==> src/rtl/demux_deser_pkg.sv <==
// Shared sizing helpers for the serial demultiplexer/deserializer.
// Optional parity mode: DEMUX_DESER_PARITY_EN adds one even-parity bit per word.
package demux_deser_pkg;

  function automatic int clog2_int(input int n);
    int r;
    r = 0;
    for (int i = 0; i < 32; i++) begin
      if ((1 << r) < n) r++;
    end
    return r;
  endfunction

  function automatic int sel_width(input int nch);
    return clog2_int(nch);
  endfunction

  // Serial bits per word, including the trailing parity bit when enabled.
  function automatic int word_len(input int width);
`ifdef DEMUX_DESER_PARITY_EN
    return width + 1;
`else
    return width;
`endif
  endfunction

  function automatic int cnt_width(input int width);
    return clog2_int(word_len(width));
  endfunction

endpackage

==> src/rtl/demux_lane.sv <==
// One deserializer lane: shift register, bit counter, output word, valid and error pulses.
// Honours DEMUX_DESER_PARITY_EN (parity bit checked after the data bits).
module demux_lane
  import demux_deser_pkg::*;
#(
  parameter int WIDTH = 8
) (
  input  logic             clk,
  input  logic             srst,
  input  logic             en,
  input  logic             frm,
  input  logic             d,
  output logic [WIDTH-1:0] q,
  output logic             qv,
  output logic             err
);

  localparam int CW = cnt_width(WIDTH);
  localparam logic [CW-1:0] LAST = CW'(word_len(WIDTH) - 1);

  logic [WIDTH-1:0] sr;
  logic [CW-1:0]    cnt;

  always_ff @(posedge clk) begin
    if (srst) begin
      sr  <= '0;
      cnt <= '0;
      q   <= '0;
      qv  <= 1'b0;
      err <= 1'b0;
    end else begin
      qv  <= 1'b0;
      err <= 1'b0;
      if (en) begin
        if (frm) begin
          // Restart: this bit is bit 0; any partial word is dropped and flagged.
          sr  <= {sr[WIDTH-2:0], d};
          cnt <= CW'(1);
          err <= (cnt != '0);
        end else if (cnt == LAST) begin
          cnt <= '0;
`ifdef DEMUX_DESER_PARITY_EN
          if ((^sr) == d) begin
            q  <= sr;
            qv <= 1'b1;
          end else begin
            err <= 1'b1;
          end
`else
          sr <= {sr[WIDTH-2:0], d};
          q  <= {sr[WIDTH-2:0], d};
          qv <= 1'b1;
`endif
        end else begin
          sr  <= {sr[WIDTH-2:0], d};
          cnt <= cnt + CW'(1);
        end
      end
    end
  end

endmodule

==> src/rtl/demux_deser.sv <==
// Serial 1:NCH demultiplexer/deserializer: steers tagged bits into per-channel lanes.
// Optional parity check per word when DEMUX_DESER_PARITY_EN is defined.
module demux_deser
  import demux_deser_pkg::*;
#(
  parameter  int NCH   = 4,
  parameter  int WIDTH = 8,
  localparam int SELW  = sel_width(NCH)
) (
  input  logic                 CLK,
  input  logic                 RST,
  input  logic                 D,
  input  logic                 V,
  input  logic [SELW-1:0]      S,
  input  logic                 FRM,
  output logic [NCH*WIDTH-1:0] Q,
  output logic [NCH-1:0]       QV,
  output logic                 ERR
);

  logic [NCH-1:0] lane_err;
  logic           sel_err;

  // Selects past the last channel only exist when NCH is not a power of two.
  always_ff @(posedge CLK) begin
    if (RST) sel_err <= 1'b0;
    else     sel_err <= V && (int'(S) >= NCH);
  end

  genvar gi;
  generate
    for (gi = 0; gi < NCH; gi++) begin : g_lane
      demux_lane #(.WIDTH(WIDTH)) u_lane (
        .clk  (CLK),
        .srst (RST),
        .en   (V && (int'(S) == gi)),
        .frm  (FRM),
        .d    (D),
        .q    (Q[gi*WIDTH +: WIDTH]),
        .qv   (QV[gi]),
        .err  (lane_err[gi])
      );
    end
  endgenerate

  assign ERR = sel_err | (|lane_err);

endmodule
==> config.mk <==
export PLATFORM = sky130hd
export DESIGN_NAME = demux_deser
export DESIGN_NICKNAME = d
export VERILOG_FILES = /design/src/rtl/demux_deser_pkg.sv /design/src/rtl/demux_lane.sv /design/src/rtl/demux_deser.sv
export SDC_FILE = /design/constraint.sdc
export NUM_CORES = 1
export LEC_CHECK = 0
export ABC_AREA = 1
export ABC_CLOCK_PERIOD_IN_PS = 1800
export CORE_UTILIZATION = 32
export DETAILED_ROUTE_END_ITERATION = 10
export DONT_BUFFER_PORTS = 1
export PLACE_DENSITY = 0.46
export SYNTH_ARGS = -nofsm -noshare
export SYNTH_HDL_FRONTEND = slang
export SYNTH_SLANG_ARGS = --single-unit
==> constraint.sdc <==
create_clock -name CLK -period 1.8 [get_ports CLK]
set_input_delay 0.09 -clock CLK [delete_from_list [all_inputs] [get_ports CLK]]
set_output_delay 0.09 -clock CLK [all_outputs]
set_load 0.005 [all_outputs]
==> out/results.txt <==
status: complete, no violations
area delta synth->final: 9.60%
post-CTS resize count: 0
HP Class: in -> reg
final-layout fill cell count: 1,070
# diodes: 0
count of final hold-check violations: 0
die extent in x: 102 um
H-tree depth: 3
FP Rows: 36
dpl cells: 538
clock power share: 0.369
gpl congestion: 0.744
Setup CP Type: reg -> reg
vias per std cell: 4.38
Post-Layout Cell Count: 557
CTS tree: done
final instance area: 0.00350 mm^2
initial antenna violation count: 0
Post-synth ARST share: 0
number of port buffers: 0
final worst slack: 377 ps
CTS Buf Count: 9
RSZ-0062 raised after global routing: false
drt first pass iters: 4
CP Capture Type: flip-flop
Hold Crit Depth: 3
gr ovfl total: 0
IO Count: 44
drt first-iter violations: 55
slack of the worst reg-to-reg path: 380 ps
Leak Pwr: 1.37 nW
Pins Over Slew Limit: 0
largest net degree at the start of global routing: 27
core area: 0.00973 mm^2
clk_skew: 10.1 ps
pre-CTS setup slack: 388 ps
first-pass GRT wire length: 11,200 um
sequential area share after synthesis: 0.501
cell taking the most area after synthesis: dfxtp_1
worst-skew pair later-pin latency: 360 ps
startpoint types: flip-flop
CTS Root Cell: clkbuf_8
total vias in the final route: 2,442
Rel. slew slack: 0.290
die area: 0.0104 mm^2
Final Cycle Share: 0.791
clock transition at the registers of the reported paths: 80 ps
Setup-failing EPs final: 0
Reg-to-Reg Start: g_lane[3].u_lane.cnt[0]
vias in the first global route: 2,372
Starting Density: 0.328
wire per inst: 11.8 um
P per Cell Area: 893 mW/mm^2
share of post-route cells with drive strength above 1: 0.0755
Net Sw Power: 0.795 mW
top cell type's share of synthesized area: 0.501
final HPWL from detailed placement: 4170 um
critical path data required time: 2050 ps
Max Root-Sink Buffers: 2
peak supply drop: 0.351 mV
Post-DP Area: 0.00330 mm^2
Int Power: 2.33 mW
Sw Ratio: 0.254
worst setup path endpoint: g_lane[3].u_lane.q[3]
Setup crit start: g_lane[3].u_lane.cnt[0]
Max Cap Violations: 0
die height: 102 um
Synth area leaders: dfxtp_1, nand2_1, nor2_1, ha_1, a21oi_1
fmax: 703 MHz
DRC: 0
CP arrival: 1680 ps
distinct cell type count after synthesis: 22
register bit count reported by yosys: 80
Synthesized Nets: 439
Comb pwr share: 0.051
Crit Path Max Fanout: 6
count leader, synth: nand2_1
Ys Warns: 0
Most used DFF post-synth: dfxtp_1
Layout Nets: 439
EDFF count, synth: 0
overall routed net length: 6570 um
setup TNS: 0 ps
Post-Syn Area: 0.00319 mm^2
Post-synth top cells: nand2_1, nor2_1, dfxtp_1
R2R depth: 8
worst slew pin tran: 1060 ps
Routed Antenna Nets: 0
Reg power frac: 0.580
Cells after Synth: 420
gr usage total: 0.142
Syn Area/Cell: 7.61 um^2
min cycle time layout: 1420 ps
CTS Sinks: 80
terminus of the critical flop-to-flop path: g_lane[3].u_lane.q[3]
Overall Power: 3.13 mW
==> power groups by stage <==
stage	Clock (mW)	Combinational, mW	Sequential (mW)
final	1.15	0.161	1.81
after global routing	1.28	0.190	1.82
after CTS	1.21	0.164	1.81
after detailed placement	0	0.137	1.86
after global placement	0	0.137	1.85
after floorplan	0	0.123	1.85
==> worst min path at each step <==
| stage | slack, ps | end | startpoint |
|---|---|---|---|
| global route | 40 | g_lane[1].u_lane.sr[6] | RST |
| detailed placement | 170 | g_lane[3].u_lane.cnt[2] | RST |
| global placement | 170 | g_lane[3].u_lane.sr[5] | RST |
| CTS | 20 | g_lane[3].u_lane.q[3] | RST |
| finish | 20 | g_lane[3].u_lane.q[5] | RST |
| floorplan | 190 | g_lane[3].u_lane.q[0] | D |
==> what timing repair did <==
item                      CTS  global route
buffers inserted            0             0
hold endpoints to repair   47             0
hold buffers                4             0
==> worst max-delay path, cell delays in order (launching register included) <==
cell,delay [ps]
dfxtp_1,330
ha_1,200
ha_1,180
nand2_1,60
inv_1,90
nand2_1,180
inv_1,120
nor2_1,110
nor2_1,40
==> per-layer routing <==
metal	track usage	vias up	wire, um
li1	-	1324	-
met1	0.174	1076	3250
met3	0.0451	6	257
met5	0	-	0
met2	0.230	36	2980
met4	0.0637	0	78
==> metrics by stage <==
stage	utilization	hold slack (ps)
4_1_cts	0.360	19.2
3_3_place_gp	0.339	165
2_1_floorplan	-	193
3_5_place_dp	0.339	168
6_report	0.360	23.8
5_1_grt	0.360	44.5
==> layout by cell type, fill, tap and decap left out, types with 2 or more instances in the layout <==
cell type       n
nand3_1        23
clkbuf_8        9
dlygate4sd3_1   4
nor3_1          4
inv_1          36
clkinvlp_4      3
a211oi_1        4
nor2_1         82
a21oi_1        28
dfxtp_1        80
nor2_4          2
clkinv_2        3
nand4_1         8
nor2_2          4
nand2_1        83
ha_1           12
o21ai_0        26
buf_4           9
==> state kept, by name, indices dropped and copies added, names as in the netlist <==
signal             flops
g_lane.u_lane.sr      28
g_lane.u_lane.qv       4
g_lane.u_lane.err      4
g_lane.u_lane.cnt     12
g_lane.u_lane.q       32
==> cells by family after synthesis <==
family,synth area share
adder cells (fa/ha/maj),0.0470
AND/OR/NAND/NOR,0.273
buffers and inverters,0.0850
flip-flops,0.501
AO/OA/AOI/OAI,0.0940
==> final cells by class <==
type,count,area [um^2],share of cell area
Clock buffer,9,124,0.0354
Clock inverter,6,37.5,0.0107
Inverter,38,143,0.0407
Multi-Input combinational cell,278,1320,0.377
Sequential cell,80,1600,0.457
Tap cell,133,166,0.0475
Timing Repair Buffer,13,108,0.0307
Note: power is estimated with default switching activity, not from simulation.
